## config.mk

```make
export PLATFORM = sky130hd
export DESIGN_NAME = muldiv_seq
export DESIGN_NICKNAME = d
export VERILOG_FILES = /design/src/rtl/muldiv_seq.sv
export SDC_FILE = /design/constraint.sdc
export NUM_CORES = 1
export LEC_CHECK = 0
export CAP_MARGIN = 30
export CORE_MARGIN = 4
export CORE_UTILIZATION = 35
export CTS_BUF_LIST = sky130_fd_sc_hd__clkbuf_2
export CTS_CLUSTER_DIAMETER = 60
export DETAILED_ROUTE_END_ITERATION = 7
export HOLD_SLACK_MARGIN = 0.08
export PLACE_DENSITY = 0.63
export SLEW_MARGIN = 10
export SYNTH_ARGS = -nofsm -noshare
export SYNTH_HDL_FRONTEND = slang
export SYNTH_SLANG_ARGS = --single-unit
export TNS_END_PERCENT = 30
```

## constraint.sdc

```tcl
create_clock -name clk -period 4.85 [get_ports clk]
set_input_delay 1.2125 -clock clk [delete_from_list [all_inputs] [get_ports clk]]
set_output_delay 1.2125 -clock clk [all_outputs]
set_load 0.02 [all_outputs]
```

## src/rtl/muldiv_seq.sv

```systemverilog
// Iterative RV32M multiply/divide unit.
// A shift-add multiplier and a restoring divider share one accumulator pair and
// run one bit per cycle under a small IDLE/CALC/FIX/DONE controller.
// Ports:
//   clk, rst      clock; asynchronous active-high reset
//   start, flush  operation request (sampled in IDLE only); pipeline abort
//   func3         RV32M operation select (MUL..REMU)
//   op_a, op_b    rs1 / rs2 operand values, latched on acceptance
//   busy          high whenever the unit is not idle (including DONE)
//   done          one-cycle pulse, result valid in that cycle
//   result        rd value, held until replaced by the next completed operation
module muldiv_seq #(
  parameter int unsigned XLEN = 32
) (
  input  logic            clk,
  input  logic            rst,
  input  logic            start,
  input  logic            flush,
  input  logic [2:0]      func3,
  input  logic [XLEN-1:0] op_a,
  input  logic [XLEN-1:0] op_b,
  output logic            busy,
  output logic            done,
  output logic [XLEN-1:0] result
);

  localparam int unsigned CW = (XLEN > 1) ? $clog2(XLEN) : 1;
  localparam int unsigned PW = 2 * XLEN;

  localparam logic [2:0] F_MUL    = 3'b000;
  localparam logic [2:0] F_MULH   = 3'b001;
  localparam logic [2:0] F_MULHSU = 3'b010;
  localparam logic [2:0] F_MULHU  = 3'b011;
  localparam logic [2:0] F_DIV    = 3'b100;
  localparam logic [2:0] F_REM    = 3'b110;

  localparam logic [XLEN-1:0] MIN_NEG = {1'b1, {(XLEN-1){1'b0}}};

  typedef enum logic [1:0] {
    S_IDLE = 2'd0,
    S_CALC = 2'd1,
    S_FIX  = 2'd2,
    S_DONE = 2'd3
  } state_t;

  state_t          state_q, state_d;
  logic [CW-1:0]   cnt_q, cnt_d;
  logic [2:0]      f3_q, f3_d;
  logic            neg_q, neg_d;
  logic [XLEN-1:0] md_q, md_d;    // multiplicand / divisor magnitude
  logic [XLEN-1:0] acc_q, acc_d;  // product high half / partial remainder
  logic [XLEN-1:0] lo_q, lo_d;    // product low half (multiplier) / quotient (dividend)
  logic [XLEN-1:0] result_d;
  logic            busy_d, done_d;

  // Operand sign handling at acceptance
  logic            a_signed, b_signed, a_neg, b_neg, in_div;
  logic [XLEN-1:0] a_mag, b_mag;
  logic            div_zero, div_ovf;

  assign a_signed = (func3 == F_MULH) || (func3 == F_MULHSU) ||
                    (func3 == F_DIV)  || (func3 == F_REM);
  assign b_signed = (func3 == F_MULH) || (func3 == F_DIV) || (func3 == F_REM);
  assign a_neg    = a_signed & op_a[XLEN-1];
  assign b_neg    = b_signed & op_b[XLEN-1];
  assign a_mag    = a_neg ? (XLEN'(0) - op_a) : op_a;
  assign b_mag    = b_neg ? (XLEN'(0) - op_b) : op_b;
  assign in_div   = func3[2];
  assign div_zero = in_div && (op_b == '0);
  // Signed overflow applies to DIV and REM only (func3[0]==0 within the divide group)
  assign div_ovf  = in_div && !func3[0] && (op_a == MIN_NEG) && (op_b == '1);

  // One multiply iteration: conditional add then shift the 2*XLEN product right
  logic [XLEN:0] mul_sum;
  assign mul_sum = {1'b0, acc_q} + (lo_q[0] ? {1'b0, md_q} : {(XLEN+1){1'b0}});

  // One restoring divide iteration; trial[XLEN] set means the subtract borrowed
  logic [XLEN:0] div_shift, div_trial;
  assign div_shift = {acc_q, lo_q[XLEN-1]};
  assign div_trial = div_shift - {1'b0, md_q};

  // Sign fix-up and output select
  logic [PW-1:0]   prod, prod_s;
  logic [XLEN-1:0] quo_s, rem_s, fix_val;
  assign prod   = {acc_q, lo_q};
  assign prod_s = neg_q ? (PW'(0) - prod) : prod;
  assign quo_s  = neg_q ? (XLEN'(0) - lo_q) : lo_q;
  assign rem_s  = neg_q ? (XLEN'(0) - acc_q) : acc_q;

  always_comb begin
    case (f3_q)
      F_MUL:                    fix_val = prod_s[XLEN-1:0];
      F_MULH, F_MULHSU, F_MULHU: fix_val = prod_s[PW-1:XLEN];
      default:                  fix_val = f3_q[1] ? rem_s : quo_s;
    endcase
  end

  // State and datapath registers
  always_ff @(posedge clk or posedge rst) begin
    if (rst) begin
      state_q <= S_IDLE;
      cnt_q   <= '0;
      f3_q    <= '0;
      neg_q   <= 1'b0;
      md_q    <= '0;
      acc_q   <= '0;
      lo_q    <= '0;
      result  <= '0;
      busy    <= 1'b0;
      done    <= 1'b0;
    end else begin
      state_q <= state_d;
      cnt_q   <= cnt_d;
      f3_q    <= f3_d;
      neg_q   <= neg_d;
      md_q    <= md_d;
      acc_q   <= acc_d;
      lo_q    <= lo_d;
      result  <= result_d;
      busy    <= busy_d;
      done    <= done_d;
    end
  end

  // Next-state, datapath and output decode
  always_comb begin
    state_d  = state_q;
    cnt_d    = cnt_q;
    f3_d     = f3_q;
    neg_d    = neg_q;
    md_d     = md_q;
    acc_d    = acc_q;
    lo_d     = lo_q;
    result_d = result;

    case (state_q)
      S_IDLE: begin
        if (start && !flush) begin
          f3_d  = func3;
          md_d  = b_mag;
          lo_d  = a_mag;
          acc_d = '0;
          cnt_d = CW'(XLEN - 1);
          // Remainder takes the dividend's sign; everything else a^b
          neg_d = (in_div && func3[1]) ? a_neg : (a_neg ^ b_neg);
          if (div_zero) begin
            result_d = func3[1] ? op_a : '1;
            state_d  = S_DONE;
          end else if (div_ovf) begin
            result_d = func3[1] ? '0 : MIN_NEG;
            state_d  = S_DONE;
          end else begin
            state_d  = S_CALC;
          end
        end
      end
      S_CALC: begin
        if (f3_q[2]) begin
          acc_d = div_trial[XLEN] ? div_shift[XLEN-1:0] : div_trial[XLEN-1:0];
          lo_d  = {lo_q[XLEN-2:0], ~div_trial[XLEN]};
        end else begin
          {acc_d, lo_d} = {mul_sum, lo_q[XLEN-1:1]};
        end
        if (cnt_q == '0) state_d = S_FIX;
        else             cnt_d   = cnt_q - CW'(1);
      end
      S_FIX: begin
        result_d = fix_val;
        state_d  = S_DONE;
      end
      default: state_d = S_IDLE;
    endcase

    // Flush aborts anything in flight and keeps the previous result
    if (flush && (state_q != S_IDLE)) begin
      state_d  = S_IDLE;
      result_d = result;
    end

    busy_d = (state_d != S_IDLE);
    done_d = (state_d == S_DONE);
  end

endmodule

```

==> flow_metrics.tcl, run 1 <==
set metrics [dict create \
    final_hold_viol_count 0 \
    relSlewSlack_pct 36.0 \
    cp.arrival_ns 4.90 \
    hold_ws_ns 0.507 \
    holdPathEnd "md_q[11]" \
    reg2reg_to "result[28]" \
    grt_pass1_wl_mm 76.5 \
    yosysSeqAreaShare_pct 25.6 \
    min_path_cells 2 \
    num_rows 72 \
    fp.dieH_um 207 \
    cp-end-kind "flop" \
    avgViaCountPerCell 5.89 \
    io_pins 105 \
    ant_nets 0 \
    skew_ns 0.0515 \
    tns_ns 0 \
    ys_warn_count 0 \
    synth_cells 1811 \
    worstSkewPairLatency_ns 0.80 \
    tritoncts "done" \
    antenna_found_initial 1 \
    period_minus_slack_ns 4.17 \
    yosys.area.top_type_share_pct 25.6 \
    max_stage_delay_ns 0.55 \
    syn_area_per_cell_um2 7.62 \
    leakage_nw 6.47 \
    rsz0062_at_grt "false" \
    ys_async_sr_fraction_pct 100 \
    power_density_nw_per_um2 506 \
    required_ns 5.58 \
    crit_top_cell "or3_1" \
    area_delta_synth_final_pct 14.3 \
    synthTopCellsByCount "o21ai_0, nand2_1, dfrtp_1, a21oi_1, nor2_1" \
    synth_edf_count 0 \
    drt-total-wl_mm 48.9 \
    path_clk_slew_ns 0.25 \
    multi_input_area_um2 9570 \
    synth_top_area_cell "dfrtp_1" \
    drive_gt1_share_pct 6.62 \
    r2r_cells 13 \
    slew_viol_final 0 \
    via_count 14200 \
    grt_pass1_vias 13300 \
    ys.flop_type "dfrtp_1" \
    grt_max_degree 78 \
    wl_per_cell_um 20.3 \
    htreeDepth 4 \
    stdcell_count 2406 \
    cts.sinks 141 \
    utilization_pct 40.6 \
    cts-root-buf "clkbuf_2" \
    hold_class "reg2reg" \
    total_power_mw 7.99 \
    cts_resized 0 \
    initial_core_util_pct 35.5 \
    hold_buffers 0 \
    critPathLaunchType "flop" \
    fmax_mhz 240 \
    rr_startpoint "acc_q[1]" \
    dp_cells 2372 \
    layout_worst_path_cycle_share_pct 86.1 \
    drc_errors 0 \
    clockBufferDepth 2 \
    grtUsageTotal_pct 22.5 \
    fp.dieW_um 207 \
    worstHoldStart "md_q[11]" \
    port_buffers 104 \
    dp_hpwl_mm 37.0 \
    slowest_stage "o41ai_1" \
    maxCapViolations 0 \
    nets 2018 \
    r2r_slack_ns 0.68 \
    cts_buffers 17 \
    cts_setup_buffers 0 \
    crit_chain "buf_4, inv_1, ha_1, or3b_1, or3_1, or3_1, or2_2, o41ai_1, nand2_1, xor2_1, a221oi_1, a21oi_1, a21o_1" \
    core-area_um2 38800 \
    cp_max_fo 8 \
    gp_congestion 0.934 \
    synth_area_leaders "dfrtp_1, o21ai_0, ha_1" \
    grt_overflow 0 \
    syn_nets 1955 \
    path_class "reg2reg" \
    fillCellCount 3989 \
    setup_viol_count_final 0 \
    ys_types 74 \
    drtIter0Drc 1367 \
    die_area_um2 42700 \
    synthesis.area_um2 13800 \
    synth_seq_cells 141 \
    regArea_um2 3530 \
    dr.pass1.iters 5 \
    peakVddDrop_mv 0.236 \
    worst_pin_slew_ns 0.958 \
    yosysMostFrequentCell "o21ai_0" \
    status "finished, final reports clean" \
]
==> cells by family after synthesis <==
| logic type | Yosys count | synth area share (%) |
|---|---|---|
| and+or+nand+nor | 559 | 19.1 |
| AOI/OAI and AO/OA | 616 | 28.0 |
| DFF | 141 | 25.6 |
| muxes | 50 | 3.63 |
| adders and majority gates | 73 | 6.73 |
| xor gates and xnor gates | 184 | 11.7 |
| buffers and inverters | 188 | 5.29 |
==> metrics by stage <==
stage / instance area (um2) / setup WS (ns)
final: 15800 / 0.676
after detailed placement: 15500 / 0.460
after global placement: 15500 / 0.546
after CTS: 15700 / 0.731
after global routing: 15800 / 0.422
after floorplan: 13800 / 0.984
==> worst max-delay path: cells and delay by family, from the launching register on <==
family / cells / cell delay, ns
xor gates and xnor gates: 1 / 0.17
DFF: 1 / 0.43
buffers and inverters: 2 / 0.30
and+or+nand+nor: 5 / 1.86
AOI/OAI and AO/OA: 4 / 1.06
adders and majority gates: 1 / 0.31
==> report_power, final <==
group	internal (mW)	switching, mW
clock	0.192	0.524
combinational	2.16	3.23
sequential	1.44	0.444
==> flip-flops by register name, summed over array words and instances (netlist names) <==
signal,cells
f3_q,3
done,1
result,32
busy,1
state_q,2
cnt_q,5
acc_q,32
md_q,32
neg_q,1
lo_q,32
==> worst max-delay path by stage <==
| stage | from | endpoint | slack (ns) | cells after the start |
|---|---|---|---|---|
| 2_1_floorplan | op_b[2] | result[24] | 0.98 | 10 |
| 3_3_place_gp | op_b[2] | result[9] | 0.55 | 12 |
| 3_5_place_dp | op_b[2] | result[8] | 0.46 | 12 |
| 4_1_cts | acc_q[1] | result[28] | 0.73 | 13 |
| 5_1_grt | lo_q[31] | acc_q[3] | 0.42 | 14 |
| 6_report | acc_q[1] | result[28] | 0.68 | 13 |
==> layout by cell type (no fill, tap or decap), types with 7 or more instances in the layout <==
cell type        instances
o31ai_1                 29
a21oi_1                120
nor2_1                 112
and3_1                  14
or2_2                    7
nand3_1                 39
inv_1                   67
nand4_1                 15
nand2_1                221
nor3_1                  32
xnor2_1                 89
clkdlybuf4s50_1        104
nor2b_1                 14
or4_1                   16
a211oi_1                11
o221ai_1                31
and2_1                   8
or3_1                   30
o211ai_1                39
o21ai_0                223
dfrtp_1                139
xor2_1                  95
o41ai_1                 12
a22oi_1                 19
nor4_1                  17
o21a_1                  10
buf_4                   54
nand2b_1                13
mux2i_1                 50
a31oi_1                 18
clkbuf_2                19
ha_1                    71
o21ai_1                  8
a21o_1                  31
==> final cells by class <==
type,count,area share (%)
repair buffers,163,9.82
inverters,69,1.67
clock inverters,13,0.738
diodes,1,0.0159
well taps,518,4.11
multi-input cells,1482,60.7
flip-flops and latches,141,22.4
clock buffers,19,0.603
==> routing by layer <==
metal  GRT usage, %  routed length (um)  vias up
met5              0                   0        -
met4           7.11                1350        0
met3           3.72                3390       89
met2           35.9               22300      592
met1           31.4               21900     6759
li1               -                   -     6733
(Power assumes the default switching activity.)
==> run 2: changes to the inputs <==
--- a/config.mk
+++ b/config.mk
@@ -6,7 +6,6 @@
 export NUM_CORES = 1
 export LEC_CHECK = 0
 export CAP_MARGIN = 30
-export CORE_MARGIN = 4
 export CORE_UTILIZATION = 35
 export CTS_BUF_LIST = sky130_fd_sc_hd__clkbuf_2
 export CTS_CLUSTER_DIAMETER = 60
==> run 2 against run 1 <==
Net effect:
- flip-flop and latch count unchanged
- global-route usage up 1.6 points
- sequential share of layout area about the same
- via count about the same
- critical path depth unchanged
- largest power group unchanged
- cell count down 0.17%
- cell area up 0.18%
- hold slack better by 0.0051 ns
- die area down 5.7%
- setup slack worse by 0.022 ns
- combinational power about the same
- wire length down 0.85%
==> flow_metrics.tcl, run 2 (synthesis results as in run 1) <==
set metrics [dict create \
    power_density_nw_per_um2 513 \
    final_cell_mix "o21ai_0, nand2_1, dfrtp_1" \
    period_minus_slack_ns 4.20 \
    avgViaCountPerCell 5.90 \
    tritoncts "done" \
    area_delta_synth_final_pct 14.5 \
    drive_gt1_share_pct 6.43 \
    required_ns 5.62 \
    fmax_mhz 238 \
    peakVddDrop_mv 0.230 \
    drt-total-wl_mm 48.5 \
    path_class "reg2reg" \
    gp_congestion 0.943 \
    core-area_um2 38700 \
    htreeDepth 4 \
    status "finished, final reports clean" \
    grt_max_degree 87 \
    setup_viol_count_final 0 \
    worst_pin_slew_ns 0.953 \
    drc_errors 0 \
    cp.arrival_ns 4.97 \
    maxCapViolations 0 \
    drtIter0Drc 1362 \
    utilization_pct 40.8 \
    grtUsageTotal_pct 24.2 \
    fillCellCount 4037 \
    path_clk_slew_ns 0.22 \
    cp-end-kind "flop" \
    slew_viol_final 0 \
    multi_input_area_um2 9570 \
    wl_per_cell_um 20.2 \
    fp.dieW_um 201 \
    cts_resized 0 \
    tns_ns 0 \
    nets 2014 \
    hold_buffers 0 \
    skew_ns 0.0462 \
    num_rows 72 \
    final_hold_viol_count 0 \
    hold_class "reg2reg" \
    leakage_nw 6.47 \
    worstSkewPairLatency_ns 0.88 \
    ant_nets 0 \
    cts_setup_buffers 0 \
    port_buffers 104 \
    fp.dieH_um 201 \
    total_power_mw 8.11 \
    cp_max_fo 16 \
    die_area_um2 40200 \
    initial_core_util_pct 35.6 \
    grt_pass1_vias 13600 \
    critPathLaunchType "flop" \
    regArea_um2 3530 \
    layout_commonest_cell "o21ai_0" \
    io_pins 105 \
    grt_pass1_wl_mm 77.4 \
    layout_worst_path_cycle_share_pct 86.5 \
    clockBufferDepth 2 \
    hold_ws_ns 0.512 \
    cts_buffers 17 \
    dp_hpwl_mm 37.0 \
    cts-root-buf "clkbuf_2" \
    dr.pass1.iters 6 \
    rsz0062_at_grt "false" \
    relSlewSlack_pct 36.3 \
    antenna_found_initial 3 \
    via_count 14200 \
    cts.sinks 141 \
    grt_overflow 0 \
]
## run 2: changes by cell type in the layout (fill, tap and decap cells not counted)
cell,before,now
clkbuf_2,19,18
clkinv_4,2,3
buf_4,54,51
clkinvlp_4,4,5
buf_8,1,0
bufinv_16,1,4
inv_6,3,1
clkinv_2,4,2
buf_12,3,4
buf_16,1,0
## run 2: worst paths after layout
kind,startpoint,endpoint,slack [ns],cells past startpoint
setup / recovery,lo_q[0],acc_q[30],0.65,13
hold / removal,result[25],result[25],0.51,2
setup reg to reg,lo_q[0],acc_q[30],0.65,13
hold reg to reg,result[25],result[25],0.51,2
max in group asynchronous,rst,result[26],3.23,3
min in group asynchronous,rst,acc_q[8],0.90,3
## run 2: power breakdown
group / total (mW) / internal, mW / switching (mW)
logic: 5.36 / 2.15 / 3.21
registers: 1.90 / 1.44 / 0.455
clock network: 0.852 / 0.343 / 0.509
total: 8.11 / 3.93 / 4.18
## run 2: final cells by class
class	instances	area share, %
clock buffers	18	0.570
diodes	1	0.0158
inverters	69	1.66
flip-flops and latches	141	22.3
well taps	518	4.10
multi-input cells	1482	60.6
repair buffers	159	9.52
clock inverters	14	1.24
## run 2: critical path, cell delays in order, from the launching register on
cell       delay, ns
dfrtp_1         0.54
inv_1           0.57
nor2_1          0.13
ha_1            0.36
a21oi_1         0.32
o21ai_0         0.16
a221o_1         0.42
o2111ai_1       0.36
a21o_1          0.21
o21ai_0         0.19
a31oi_1         0.27
xor2_1          0.19
o221ai_1        0.15
a31o_2          0.24
## run 2: metrics by stage
step,area [um2],worst slack [ns],std cells
final,15800,0.655,2402
after global routing,15800,0.423,2402
after CTS,15800,0.729,2400
after detailed placement,15500,0.448,2368
after global placement,15500,0.532,2368
after floorplan,13800,0.984,1811
## run 2: per-layer routing
layer | vias up | routed length [um] | global-route usage, %
met3 | 116 | 3110 | 3.59
met1 | 6764 | 21800 | 33.3
met5 | - | 27 | 0
met2 | 576 | 21700 | 37.4
li1 | 6708 | - | -
met4 | 4 | 1870 | 10.7
==> variant 1 (settings of run 2) <==
Take the reset off `md_q` and load it in a clocked block of its own.
--- a/src/rtl/muldiv_seq.sv
+++ b/src/rtl/muldiv_seq.sv
@@ -102,7 +102,6 @@
       cnt_q   <= '0;
       f3_q    <= '0;
       neg_q   <= 1'b0;
-      md_q    <= '0;
       acc_q   <= '0;
       lo_q    <= '0;
       result  <= '0;
@@ -113,13 +112,16 @@
       cnt_q   <= cnt_d;
       f3_q    <= f3_d;
       neg_q   <= neg_d;
-      md_q    <= md_d;
       acc_q   <= acc_d;
       lo_q    <= lo_d;
       result  <= result_d;
       busy    <= busy_d;
       done    <= done_d;
     end
+  end
+
+  always_ff @(posedge clk) begin
+    md_q <= md_d;
   end
 
   // Next-state, datapath and output decode
Behaviour: same outputs for any inputs over 4 cycles, from zero or initial values and one cycle with rst high; that may be too few to reach the edited logic, so the function may still have changed.
==> variant 1 against run 2 <==
The flow now finishes with violations (DRC); design area shrank 0.68%; wire length shrank 2.3%; cell count shrank 1.7%; power shrank 18%; sequential cell count is the same; setup slack lost 0.025 ns; synthesized area shrank 0.48%; first-iteration DRC count shrank 19%; largest cell class unchanged.
==> variant 1: results (changes against run 2) <==
status:
  status: "finished with violations"  # was finished, final reports clean
  violations: "DRC"
place:
  place_ws_ns: -0.04129  # was 0.4481 ns
  hpwlAfterDp_um: 36330  # was 37030 um
  numPlacedInstances: 2326  # was 2368
  gp_congestion: 0.9711  # was 0.9432
layout:
  buf_share: 0.09326  # was 0.09516
  nNonClkInverters: 67  # was 69
  layout-drive-gt1-share: 0.06247  # was 0.06426
  multi_input_cells: 1450  # was 1482
  num-nets-final: 1972  # was 2014
  fillCellCount: 3967  # was 4037
  nNonClkBuffers: 151  # was 159
  seq-cell-share: 0.2352  # was 0.2234
  clock_cell_area_share: 0.01626  # was 0.01805
  multi_input_area_um2: 9382  # was 9570 um^2
critical_path:
  cpPeakStageDelay_ns: 0.52  # was 0.57 ns
  ff2ff_path_depth: 14  # was 13
  setup.reg_to_reg.worst_slack_ns: 0.63  # was 0.65 ns
  worstPathMaxFanout: 41  # was 16
  crit_arrival_ns: 4.94  # was 4.97 ns
global_routing:
  use_met2: 0.3751  # was 0.3743
  grtUsageTotal: 0.2392  # was 0.2417
  antenna_found_initial: 1  # was 3
  grt_pass1_vias: 12670  # was 13.64k
  grtUsageMet1: 0.3246  # was 0.3328
  grt_use_met3: 0.03696  # was 0.03588
  grt_max_degree: 85  # was 87
min_path:
  min_from: "result[15]"  # was result[25]
routing:
  drt_pre_antenna_iters: 8  # was 6
  wl_met1_um: 21450  # was 21850 um
  drc: 2  # was 0
  post_drt_wl_per_cell_um: 20.09  # was 20.20 um
  routed-via-count: 13590  # was 14.17k
  wl_met3_um: 3226  # was 3113 um
  top_layer_used: "met4"  # was met5
timing:
  finalHoldViolCount: 0  # unchanged
  relSlewSlack: 0.3972  # was 0.3633
  fin_skew_ns: 0.06151  # was 0.04622 ns
logic_synthesis:
  synth.distinct_cells: 76  # was 74
  syn-num-nets: 1915  # was 1955
  synth-seq-area-share: 0.2686  # was 0.2557
  synthArstFlopShare: 0.7730  # was 1.000
  synth_common_cells: "o21ai_0 (230), nand2_1 (181), nor2_1 (136), a21oi_1 (130), dfrtp_1 (109)"  # was o21ai_0 (223), nand2_1 (221), dfrtp_1 (141), a21oi_1 (120), nor2_1 (115)
  synth.area.top_cells: "dfrtp_1 (20%), o21ai_0 (8.4%), edfxtp_1 (7.0%)"  # was dfrtp_1 (26%), o21ai_0 (8.1%), ha_1 (6.4%)
  syn_inst: 1771  # was 1811
power:
  power_leakage_uw: 0.006315  # was 0.006473 uW
cts:
  clkTransAtPathRegs_ns: 0.26  # was 0.22 ns
[variant 1: stage by stage]
step | setup TNS, ns | cell area [um^2] | hold WS (ns)
3_5_place_dp | -0.04129 | 15410 | 0.4749
4_1_cts | 0 | 15670 | 0.5170
2_1_floorplan | 0 | 13730 | 0.4505
3_3_place_gp | 0 | 15410 | 0.4637
5_1_grt | 0 | 15700 | 0.5612
6_report | 0 | 15700 | 0.5087
[variant 1: report_power, final]
part	total, uW	leakage, uW	switching (uW)	internal, uW
sequential	1940	0.00167	521	1420
clock	775	0.000145	489	286
combinational	3960	0.00450	2310	1650
total	6670	0.00632	3320	3350
[variant 1: cells by family (layout without fill, tap and decap cells)]
kind of cell             after synthesis  count (layout)  share of synthesized area
adder cells (fa/ha/maj)               73              73                    0.06760
buffers and inverters                180             250                    0.05011
XOR/XNOR                             174             174                     0.1110
AO/OA/AOI/OAI                        596             596                     0.2656
other                                  0               1                          0
AND/OR/NAND/NOR                      547             547                     0.1931
flip-flops                           141             141                     0.2686
multiplexers                          60              60                    0.04401
==> variant 2 (config.mk and constraints of run 2) <==
Made on the original files. `XLEN`: 32 -> 16.
--- a/src/rtl/muldiv_seq.sv
+++ b/src/rtl/muldiv_seq.sv
@@ -10,7 +10,7 @@
 //   done          one-cycle pulse, result valid in that cycle
 //   result        rd value, held until replaced by the next completed operation
 module muldiv_seq #(
-  parameter int unsigned XLEN = 32
+  parameter int unsigned XLEN = 16
 ) (
   input  logic            clk,
   input  logic            rst,
Ports: changed (resized op_a, op_b and result); port bits go from 105 to 57. The function was not compared with the original's and may differ.
==> variant 2 against run 2 <==
Clock power fell by 50%; power fell by 52%; combinational power fell by 55%; cell count fell by 49%; sequential share of layout area rose by 0.60 points; synthesized area fell by 47%; wire length fell by 53%; design area fell by 48%; sequential cell count fell by 65; critical path depth fell by 1; sequential power fell by 44%; setup slack improved by 0.35 ns; maximum frequency rose by 9.2%.
==> variant 2: results (changes against run 2) <==
routing:
  wl_met3_um: 1400  # was 3113 um
  top_layer_used: "met4"  # was met5
  wl_met2_um: 10230  # was 21660 um
  avgViaCountPerCell: 5.732  # was 5.898
  drtIter0Drc: 572  # was 1362
  wl_um: 22800  # was 48520 um
  wl_met1_um: 10630  # was 21850 um
cts:
  htree_levels: 3  # was 4
  insertion_delay_ns: 0.59  # was 0.88 ns
status:
  status: "finished, final reports clean"  # unchanged
layout:
  stdcell_count: 1231  # was 2402
  fillCellCount: 2087  # was 4037
critical_path:
  setup.reg_to_reg.worst_slack_ns: 1.01  # was 0.65 ns
  crit_arrival_ns: 4.29  # was 4.97 ns
  cpPeakStageDelay_ns: 0.68  # was 0.57 ns
  worstPathMaxFanout: 11  # was 16
  ff2ff_path_depth: 12  # was 13
  r2r-end: "acc_q[4]"  # was acc_q[30]
logic_synthesis:
  syn_area_per_cell_um2: 7.900  # was 7.620 um^2
  synth.area.top_cells: "dfrtp_1 (26%), o21ai_0 (6.6%), ha_1 (6.5%)"  # was dfrtp_1 (26%), o21ai_0 (8.1%), ha_1 (6.4%)
power:
  power_leakage_uw: 0.003414  # was 0.006473 uW
timing:
  fin_skew_ns: 0.02494  # was 0.04622 ns
place:
  place_ws_ns: 0.5085  # was 0.4481 ns
  numPlacedInstances: 1214  # was 2368
  hpwlAfterDp_um: 17480  # was 37030 um
global_routing:
  grt_pass1_vias: 6500  # was 13.64k
  grt_pass1_wl_um: 36310  # was 77410 um
  grt_max_degree: 56  # was 87
  grtUsageTotal: 0.2156  # was 0.2417
  grt_use_met3: 0.03344  # was 0.03588
  grtUsageMet1: 0.3073  # was 0.3328
==> variant 2: cell count changes in the layout (fill, tap and decap cells not counted), sizes merged, moves of 31 or more <==
cell,delta
clkdlybuf4s50,-48
xnor2,-51
o211ai,-31
nand2,-132
nor2,-47
ha,-33
dfrtp,-65
o21ai,-133
a21oi,-52
nand3,-31
buf,-38
xor2,-48
==> variant 2: report_power, final <==
part	internal, uW	switching [uW]
clock network	174	256
registers	761	304
logic	1000	1420
total	1940	1980
==> variant 2: final cells by class <==
cell class,count,area [um^2],area share
inverter,42,158.9,0.01917
clock buffer,9,45.04,0.005433
multi-input combinational,753,5045,0.6085
antenna,1,2.502,0.0003018
clock inverter,7,98.84,0.01192
sequential,76,1902,0.2294
timing repair buffer,73,700.7,0.08452
tap,270,337.8,0.04075
==> variant 2: cells by family (layout without fill, tap and decap cells) <==
kind of cell,Yosys count,after routing,synth area share
AO/OA/AOI/OAI,315,315,0.2816
XOR/XNOR,85,85,0.1017
adder cells (fa/ha/maj),40,40,0.07039
buffers and inverters,98,131,0.05262
flip-flops,76,76,0.2597
multiplexers,30,30,0.04152
other,0,1,0
AND/OR/NAND/NOR,283,283,0.1926
==> variant 2: worst max path at each step <==
stage | start | end | slack (ns) | cells past startpoint
after floorplan | op_a[0] | result[9] | 1.20 | 10
after global placement | op_b[7] | result[4] | 0.55 | 9
after detailed placement | op_a[0] | result[9] | 0.51 | 12
after CTS | lo_q[15] | acc_q[4] | 1.02 | 12
after global routing | lo_q[15] | acc_q[4] | 0.70 | 12
final | lo_q[15] | acc_q[4] | 1.01 | 12
==> variant 2: critical path: cells and delay by family, from the launching register on <==
kind            cells  cell delay, ns
mux                 2            0.43
fa+ha+maj           2            0.42
simple gates        2            0.81
compound gates      4            1.13
buf+inv             2            0.43
flops               1            0.49
